<file path="src/rtl/trap_exit_sequencer.sv">
// Ends a hypervisor trap: after exit_arm, waits for RETN/RETI (or optional RET) plus its stack pops, then pulses trap_exit.
// trap_exit rises on the clock after the final pop read completes; bus is only observed, never stalled.
module trap_exit_sequencer #(
  parameter int POP_READS        = 2,
  parameter bit ACCEPT_PLAIN_RET = 1'b0,
  parameter int TIMEOUT          = 15
) (
  input  logic       clk,
  input  logic       reset_n,
  input  logic [7:0] data,
  input  logic       m1_n,
  input  logic       mreq_n,
  input  logic       rd_n,
  input  logic       refresh_n,
  input  logic       trap_state,
  input  logic       exit_arm,
  output logic       trap_exit,
  output logic       exit_busy,
  output logic       exit_error
);

  localparam int PW = (POP_READS > 0) ? $clog2(POP_READS + 1) : 1;
  localparam int TW = (TIMEOUT > 0) ? $clog2(TIMEOUT + 1) : 1;
  localparam logic [PW-1:0] POP_LAST = PW'(POP_READS);
  localparam logic [TW-1:0] TMO_MAX  = TW'(TIMEOUT);

  typedef enum logic [2:0] {IDLE, ARMED, PREFIX, POP, EXIT} state_t;

  state_t        state, state_nxt;
  logic [PW-1:0] pop_cnt, pop_cnt_nxt;
  logic [TW-1:0] tmo, tmo_nxt;
  logic          err_nxt;
  logic          rd_q, mem_q, m1_q;
  logic [7:0]    data_q;
  logic          rd_done, fetch, mem_rd, is_ret, is_plain_ret;

  // mem_q/m1_q remember what kind of cycle the current read strobe belongs to
  always_ff @(posedge clk or negedge reset_n) begin
    if (!reset_n) begin
      rd_q   <= 1'b1;
      mem_q  <= 1'b0;
      m1_q   <= 1'b0;
      data_q <= 8'h00;
    end else begin
      rd_q <= rd_n;
      if (!rd_n) begin
        mem_q <= !mreq_n && refresh_n;
        m1_q  <= !m1_n;
      end
      if (!mreq_n && !rd_n && refresh_n) data_q <= data;
    end
  end

  assign rd_done      = !rd_q && rd_n && mem_q;
  assign fetch        = rd_done && m1_q;
  assign mem_rd       = rd_done && !m1_q;
  assign is_ret       = (data_q[7:6] == 2'b01) && (data_q[2:0] == 3'b101);
  assign is_plain_ret = ACCEPT_PLAIN_RET && (data_q == 8'hC9);

  always_comb begin
    state_nxt   = state;
    pop_cnt_nxt = pop_cnt;
    tmo_nxt     = '0;
    err_nxt     = exit_error && !exit_arm;
    if (state != EXIT && !trap_state) begin
      state_nxt   = IDLE;
      pop_cnt_nxt = '0;
    end else if (exit_arm && trap_state) begin
      state_nxt   = ARMED;
      pop_cnt_nxt = '0;
    end else begin
      case (state)
        IDLE: ;
        ARMED: begin
          if (fetch && data_q == 8'hED) begin
            state_nxt = PREFIX;
          end else if (fetch && is_plain_ret) begin
            pop_cnt_nxt = '0;
            if (POP_READS == 0) state_nxt = EXIT;
            else                state_nxt = POP;
          end
        end
        PREFIX: begin
          if (tmo == TMO_MAX) begin
            err_nxt   = 1'b1;
            state_nxt = ARMED;
          end else if (fetch) begin
            if (is_ret) begin
              pop_cnt_nxt = '0;
              if (POP_READS == 0) state_nxt = EXIT;
              else                state_nxt = POP;
            end else if (data_q != 8'hED) begin
              state_nxt = ARMED;
            end
          end else if (!mem_rd) begin
            tmo_nxt = tmo + TW'(1);
          end
        end
        POP: begin
          if (tmo == TMO_MAX) begin
            err_nxt     = 1'b1;
            state_nxt   = ARMED;
            pop_cnt_nxt = '0;
          end else if (fetch) begin
            // an opcode fetch means the return did not happen as expected
            state_nxt   = ARMED;
            pop_cnt_nxt = '0;
          end else if (mem_rd) begin
            if (pop_cnt + PW'(1) == POP_LAST) begin
              state_nxt   = EXIT;
              pop_cnt_nxt = '0;
            end else begin
              pop_cnt_nxt = pop_cnt + PW'(1);
            end
          end else begin
            tmo_nxt = tmo + TW'(1);
          end
        end
        EXIT:    state_nxt = IDLE;
        default: state_nxt = IDLE;
      endcase
    end
  end

  always_ff @(posedge clk or negedge reset_n) begin
    if (!reset_n) begin
      state      <= IDLE;
      pop_cnt    <= '0;
      tmo        <= '0;
      exit_error <= 1'b0;
      trap_exit  <= 1'b0;
    end else begin
      state      <= state_nxt;
      pop_cnt    <= pop_cnt_nxt;
      tmo        <= tmo_nxt;
      exit_error <= err_nxt;
      trap_exit  <= (state_nxt == EXIT);
    end
  end

  assign exit_busy = (state != IDLE);

endmodule

</file>
<file path="config.mk">
export PLATFORM = sky130hd
export DESIGN_NAME = trap_exit_sequencer
export DESIGN_NICKNAME = d
export VERILOG_FILES = /design/src/rtl/trap_exit_sequencer.sv
export SDC_FILE = /design/constraint.sdc
export NUM_CORES = 1
export LEC_CHECK = 0
export BUFFER_PORTS_ARGS = -buffer_cell sky130_fd_sc_hd__buf_2
export CAP_MARGIN = 25
export CORE_ASPECT_RATIO = 0.8
export CORE_MARGIN = 4
export CORE_UTILIZATION = 57
export CTS_CLUSTER_SIZE = 30
export DETAILED_ROUTE_END_ITERATION = 10
export PLACE_DENSITY = 0.9
export SLEW_MARGIN = 20
export SYNTH_ARGS = -nofsm -noshare
export SYNTH_HDL_FRONTEND = slang
export SYNTH_SLANG_ARGS = --single-unit
</file>
<file path="constraint.sdc">
create_clock -name clk -period 3.3 [get_ports clk]
set_input_delay 0.33 -clock clk [delete_from_list [all_inputs] [get_ports clk]]
set_output_delay 0.33 -clock clk [all_outputs]
set_load 0.01 [all_outputs]
</file>
==> reports/metrics.cfg, run 1 <==
[status]
outcome = finished, final reports clean

[synth]
syn_area_mm2 = 0.001057
synth_seq_cells = 22
synth.net_count = 112
synth_cell_types = 36
synth_top_cell_by_area = dfrtp_1
syn_avg_cell_area_um2 = 11.13
netlist.area_leader.share_pct = 49.70
async_reset_ff_share_pct = 100.0
synth_seq_area_share_pct = 52.19
yosysMostFrequentCell = dfrtp_1
ys.flop_type = dfrtp_1
ys_top_cells_by_count = dfrtp_1 (21), nor2_1 (12), mux2_2 (7)
ys_warn_count = 0
yosys-top-cells-area = dfrtp_1 (50%), mux2_2 (7.5%), nor2_1 (4.3%)
synth_edf_count = 0
synth_cells = 95

[power]
p_per_area_mw_per_mm2 = 406.6
p_sw_share_pct = 24.95
p_leak_nw = 0.5553
comb_power_share_pct = 11.1
pwr-share-seq_pct = 62.7
p_sw_mw = 0.1226
clkPwrFrac_pct = 26.2
p_int_mw = 0.3688
vdd_drop_max_v = 0.0002911
totalPowerFinal_mw = 0.4915

[job]
maxCapViolations = 0

[floorplanning]
io_pins = 19
die_y_um = 46.52
rows = 13
dieArea_mm2 = 0.002612
die_width_um = 56.15
core_mm2 = 0.001692
start_util_pct = 62.50

[sta]
rsz0062_at_grt = false
fin_worst_skew_ps = 14.59
finalCriticalPeriod_ps = 1832
slew_violations = 0
slew_headroom_pct = 69.05
hold_viol_final = 0
fin_crit_sh_pct = 55.51
tightest_slew_ps = 464.2
final.setup.tns_ps = 0
setup_viol = 0
max_freq_mhz = 545.9
fin_hold_ws_ps = 166.9

[grt]
grt_pass1_wl_um = 3870
antenna_found_initial = 0
gr-usage-all-layers_pct = 20.34
grt_max_degree = 23
gr-total-overflow = 0
grt_pass1_vias = 877

[routing]
drc = 0
drt_iter0_drc = 28
drt-pass1-iter-count = 4
antenna_left = 0
finalWirelength_um = 2168
drt-vias-per-instance = 6.014
wl_per_cell_um = 15.60
vias = 836

[min_path]
min_to = rd_q
min-delay-start = rd_n
hold_class = primary input to register
whs_path_depth = 1

[worst_setup_path]
end_kind = output port
path_max_fanout = 11
crit_chain = or3_2 > buf_2
required_ps = 2970
cp_slowest_cell = dfrtp_1
cpPeakStageDelay_ps = 520
cp.arrival_ps = 1500
r2r_cells = 5
r2r_slack_ps = 1480
rr_endpoint = pop_cnt[0]
rr_startpoint = tmo[0]
criticalPathCategory = register to output port
startpoint_type = register

[clock_tree]
cts_buffer_depth = 2
clk_pin_slew_worst_paths_ps = 120
insertion_delay_ps = 320
cts_setup_buffers = 0
htreeDepth = 1
clkSinkCount = 22
clock-root-buffer = clkbuf_4
cts_tree = done
cts_made_buffers = 3

[place]
gp_congestion = 0.8830
io_buffers = 18
hpwl_um = 1648

[layout]
num_antenna_cells = 0
final_core_util_pct = 71.45
drive_gt1_share_pct = 29.06
syn_to_final_growth_pct = 14.32
fill_cells = 128
nets = 135

[metrics by stage]
stage	std cells	area [µm²]	worst slack [ps]
after floorplan	95	1057	1603
after global routing	139	1209	1381
after CTS	139	1209	1474
final	139	1209	1468
after detailed placement	134	1172	1495
after global placement	134	1172	1576
[logic make-up (layout without fill, tap and decap cells)]
| kind of cell | after synthesis | after routing | synth area share (%) |
|---|---|---|---|
| xor gates and xnor gates | 2 | 2 | 1.657 |
| muxes | 9 | 9 | 9.468 |
| adders and majority gates | 1 | 1 | 1.183 |
| and+or+nand+nor | 40 | 40 | 22.96 |
| buffers and inverters | 6 | 28 | 2.366 |
| AOI/OAI and AO/OA | 15 | 15 | 10.18 |
| DFF | 22 | 22 | 52.19 |
[final cells by class]
class	instances	area (µm²)	area share, %
Inverter	4	15.01	1.242
Timing Repair Buffer	20	107.6	8.903
Multi-Input combinational cell	67	480.5	39.75
Tap cell	22	27.53	2.277
Sequential cell	22	551.8	45.65
Clock buffer	4	26.28	2.174
[cells in the final DEF (no fill, tap or decap), types with 3 or more instances in the layout]
master    instances
a31oi_1           3
nor3_1            3
clkbuf_4          3
mux2_2            7
dfrtp_1          21
nor2_1           12
buf_2            18
inv_1             4
o211ai_1          3
nand4b_1          3
nand3_1           4
[worst max path at each step]
stage               slack (ps)          to  cells after the start  startpoint
finish                    1470   exit_busy                      2    state[0]
detailed placement        1490  pop_cnt[0]                      5      tmo[0]
CTS                       1470   exit_busy                      2    state[0]
floorplan                 1600  pop_cnt[0]                      5      tmo[0]
global placement          1580  pop_cnt[0]                      5      tmo[0]
global route              1380   exit_busy                      2    state[0]
[worst max-delay path, delay by kind of cell, from the launching register on]
family	cells	cell delay, ps
flip-flops	1	520
buffers and inverters	1	150
AND/OR/NAND/NOR	1	510
[power groups by stage]
stage,clock [mW],combinational [mW],sequential [mW]
3_5_place_dp,0,0.0542,0.314
3_3_place_gp,0,0.0506,0.311
2_1_floorplan,0,0.0339,0.306
5_1_grt,0.147,0.0613,0.312
4_1_cts,0.130,0.0554,0.309
6_report,0.129,0.0544,0.308
[metal layers]
metal	wire length (µm)	GRT usage, %	vias to the layer above
met3	160	8.123	9
li1	-	-	390
met4	62	9.479	0
met1	917	23.31	404
met2	1027	34.27	33
met5	0	0	-
[state kept, by name, summed over array words and instances, names as in the netlist]
name / count
trap_exit: 1
mem_q: 1
exit_error: 1
data_q: 8
m1_q: 1
rd_q: 1
state: 3
pop_cnt: 2
tmo: 4
[repair_timing]
item                                    in CTS  in global routing
endpoints found under the hold margin       21                  0
hold buffers                                 1                  0
gates resized for setup                      0                  0
endpoints found under the setup margin       0                  0
(Power assumes the default switching activity.)
==> run 2: changes to the inputs <==
--- a/config.mk
+++ b/config.mk
@@ -5,14 +5,15 @@
 export SDC_FILE = /design/constraint.sdc
 export NUM_CORES = 1
 export LEC_CHECK = 0
+export ABC_AREA = 1
 export BUFFER_PORTS_ARGS = -buffer_cell sky130_fd_sc_hd__buf_2
 export CAP_MARGIN = 25
 export CORE_ASPECT_RATIO = 0.8
 export CORE_MARGIN = 4
-export CORE_UTILIZATION = 57
+export CORE_UTILIZATION = 54
 export CTS_CLUSTER_SIZE = 30
 export DETAILED_ROUTE_END_ITERATION = 10
-export PLACE_DENSITY = 0.9
+export PLACE_DENSITY = 0.86
 export SLEW_MARGIN = 20
 export SYNTH_ARGS = -nofsm -noshare
 export SYNTH_HDL_FRONTEND = slang
==> constraint.sdc (replaced) <==
create_clock -name clk -period 1.7 [get_ports clk]
set_input_delay 0.17 -clock clk [delete_from_list [all_inputs] [get_ports clk]]
set_output_delay 0.17 -clock clk [all_outputs]
set_load 0.01 [all_outputs]
==> run 2 against run 1 <==
Against the previous run:
- sequential cell count unchanged
- global-route usage decreased by 3.4 points
- critical endpoint is now pop_cnt[0]
- register-to-register slack got worse by 1300 ps
- total power increased by 110%
- synthesized cell count increased by 31%
- largest power group unchanged
- worst setup slack got worse by 1300 ps
- sequential power increased by 93%
- die area up 7.7%
- largest cell class unchanged
==> reports/metrics.cfg, run 2 <==
[floorplanning]
die_width_um = 58.31  ; +3.8%
rows = 14  ; +1
dieArea_mm2 = 0.002813  ; +7.7%
io_pins = 19  ; unchanged
die_y_um = 48.25  ; +3.7%
core_mm2 = 0.001909  ; +13%
start_util_pct = 57.27  ; -5.2 points

[synth]
synth_cells = 124  ; +31%
async_reset_ff_share_pct = 100.0  ; unchanged
syn_avg_cell_area_um2 = 8.819  ; -21%
ys.flop_type = dfrtp_1
ys_top_cells_by_count = nand2_1 (26), dfrtp_1 (21), nor2_1 (15)
netlist.area_leader.share_pct = 48.05  ; -1.6 points
syn_area_mm2 = 0.001094  ; +3.4%
synth_seq_cells = 22  ; unchanged
synth.net_count = 141  ; +26%
ys_warn_count = 0  ; unchanged
yosys-top-cells-area = dfrtp_1 (48%), nand2_1 (8.9%), mux2_2 (6.2%)
yosysMostFrequentCell = nand2_1
synth_cell_types = 24  ; -33%
synth_seq_area_share_pct = 50.46  ; -1.7 points
synth_top_cell_by_area = dfrtp_1
synth_edf_count = 0  ; unchanged

[place]
gp_congestion = 0.9197  ; +4.2%
io_buffers = 18  ; unchanged
hpwl_um = 1570  ; -4.8%

[sta]
setup_viol = 0  ; unchanged
hold_viol_final = 0  ; unchanged
final.setup.tns_ps = 0  ; unchanged
fin_worst_skew_ps = 3.480  ; -11.11 ps
slew_violations = 0  ; unchanged
rsz0062_at_grt = false
finalCriticalPeriod_ps = 1484
slew_headroom_pct = 68.15  ; -0.90 points
tightest_slew_ps = 477.7  ; +13.51 ps
fin_crit_sh_pct = 87.31
max_freq_mhz = 673.7

[grt]
met3_usage_pct = 5.820  ; -2.3 points
grt.met2_usage_pct = 31.18  ; -3.1 points
gr-total-overflow = 0  ; unchanged
grt_max_degree = 23  ; unchanged
grt_pass1_vias = 855  ; -2.5%
grt_pass1_wl_um = 3498  ; -9.6%
grt_util_met1_pct = 19.26  ; -4.0 points
top_usage_layer = met2
gr-usage-all-layers_pct = 16.98  ; -3.4 points
antenna_found_initial = 0  ; unchanged

[clock_tree]
clk_pin_slew_worst_paths_ps = 120  ; about the same
insertion_delay_ps = 320  ; about the same
cts_made_buffers = 3  ; unchanged
htreeDepth = 1  ; unchanged
cts_setup_buffers = 0  ; unchanged
clkSinkCount = 22  ; unchanged
cts_tree = done
cts_buffer_depth = 2  ; unchanged
clock-root-buffer = clkbuf_4

[layout]
final_cell_mix = nand2_1 (26), dfrtp_1 (21), buf_2 (18)
num_antenna_cells = 0  ; unchanged
largest_register_ff_count = 8  ; unchanged
drive_gt1_share_pct = 29.25  ; +0.19 points
top_register = data_q
reg_top3 = data_q x8, tmo x4, state x3
syn_to_final_growth_pct = 15.45
final_common_cell = nand2_1
nets = 165  ; +22%

[routing]
vias = 892  ; +6.7%
finalWirelength_um = 2057  ; -5.1%
drc = 0  ; unchanged
drt_iter0_drc = 21  ; -25%
drt-pass1-iter-count = 4  ; unchanged
antenna_left = 0  ; unchanged
drt-vias-per-instance = 5.216  ; -13%
wl_per_cell_um = 12.03  ; -23%

[power]
p_leak_nw = 0.6145  ; +11%
p_per_area_mw_per_mm2 = 801.9  ; +97%
p_int_mw = 0.7584  ; +110%
vdd_drop_max_v = 0.0005440  ; +87%
pwr-share-seq_pct = 58.6  ; -4.1 points
p_sw_share_pct = 25.09  ; +0.13 points
comb_power_share_pct = 13.0  ; +1.9 points
totalPowerFinal_mw = 1.012  ; +110%
clkPwrFrac_pct = 28.5  ; +2.3 points
p_sw_mw = 0.2540  ; +110%

[status]
outcome = finished, final reports clean

[worst_setup_path]
critical_path.top_delay_family = simple AND/OR/NAND/NOR gates
r2r_slack_ps = 220  ; -1260 ps
cpPeakStageDelay_ps = 420  ; -100 ps
path_max_fanout = 5  ; -6
critical_path_buf_inv_count = 2  ; +1
criticalPathCategory = register to register
required_ps = 1920  ; -1050 ps
startpoint_type = register
cp.arrival_ps = 1700  ; +200 ps
end_kind = register
cp_slowest_cell = dfrtp_1
crit_chain = ha_1 > nand3_1 > inv_1 > nor2_2 > nand3_1 > nand2_1 > nand2_1 > inv_2 > nor2_2

[job]
maxCapViolations = 0  ; unchanged

[min_path]
hold_class = primary input to register

## run 2: cell count changes after synthesis, sizes merged, moves of 2 or more
cell | before | now
nor3 | 3 | 5
o211ai | 3 | 0
nor4b | 2 | 0
nand3 | 4 | 12
nand4b | 3 | 0
nand2 | 2 | 28
nor2 | 12 | 22
a31oi | 3 | 0
mux2 | 8 | 6
nor3b | 2 | 0
inv | 4 | 15
nor2b | 2 | 0
and3b | 2 | 0
## run 2: kinds of logic after synthesis
logic type	count (synthesis)	synth area share (%)
xor+xnor	2	1.602
buf+inv	16	5.836
mux	6	6.178
compound gates	6	3.318
fa+ha+maj	1	1.144
simple gates	71	31.46
flops	22	50.46
## run 2: path summary, 6_finish.rpt
check	start	to	depth (start not counted)
min in group asynchronous	reset_n	data_q[1]	2
max reg2reg	tmo[0]	pop_cnt[0]	9
min reg2reg	tmo[0]	tmo[0]	1
max in group asynchronous	reset_n	rd_q	2
max	tmo[0]	pop_cnt[0]	9
min	m1_n	m1_q	2
## run 2: what timing repair did
item	in CTS	in global routing
hold endpoints to repair	21	1
gates resized for setup	0	0
hold buffers	1	1
## run 2: stage by stage
step                instance area, µm²  util [%]  setup slack [ps]  cells  hold WS, ps
floorplan                         1094         -             367.7    124       -125.6
global placement                  1206     63.17             319.1    165        145.3
detailed placement                1206     63.17             263.8    165        155.4
CTS                               1252     65.60             240.2    170        6.073
global route                      1262     66.12             99.57    171        49.92
finish                            1262     66.12             215.7    171        25.35
## run 2: power by group through the flow
stage               registers [mW]  clock network, mW  logic (mW)
floorplan                    0.596                  0      0.0839
global placement             0.600                  0       0.122
detailed placement           0.603                  0       0.129
CTS                          0.593              0.292       0.131
global route                 0.600              0.315       0.150
finish                       0.593              0.288       0.131
## run 2: layer usage
layer	routed length (µm)	vias up
met5	0	-
met4	19	0
met3	127	4
met2	1044	26
met1	866	421
li1	-	441
## run 2: layout make-up
class | instances | area (µm²)
clock buffer | 4 | 36.28
inverter | 15 | 56.30
fill | 155 | 646.9
sequential | 22 | 551.8
multi-input combinational | 86 | 478.0
timing repair buffer | 20 | 110.1
tap | 24 | 30.03
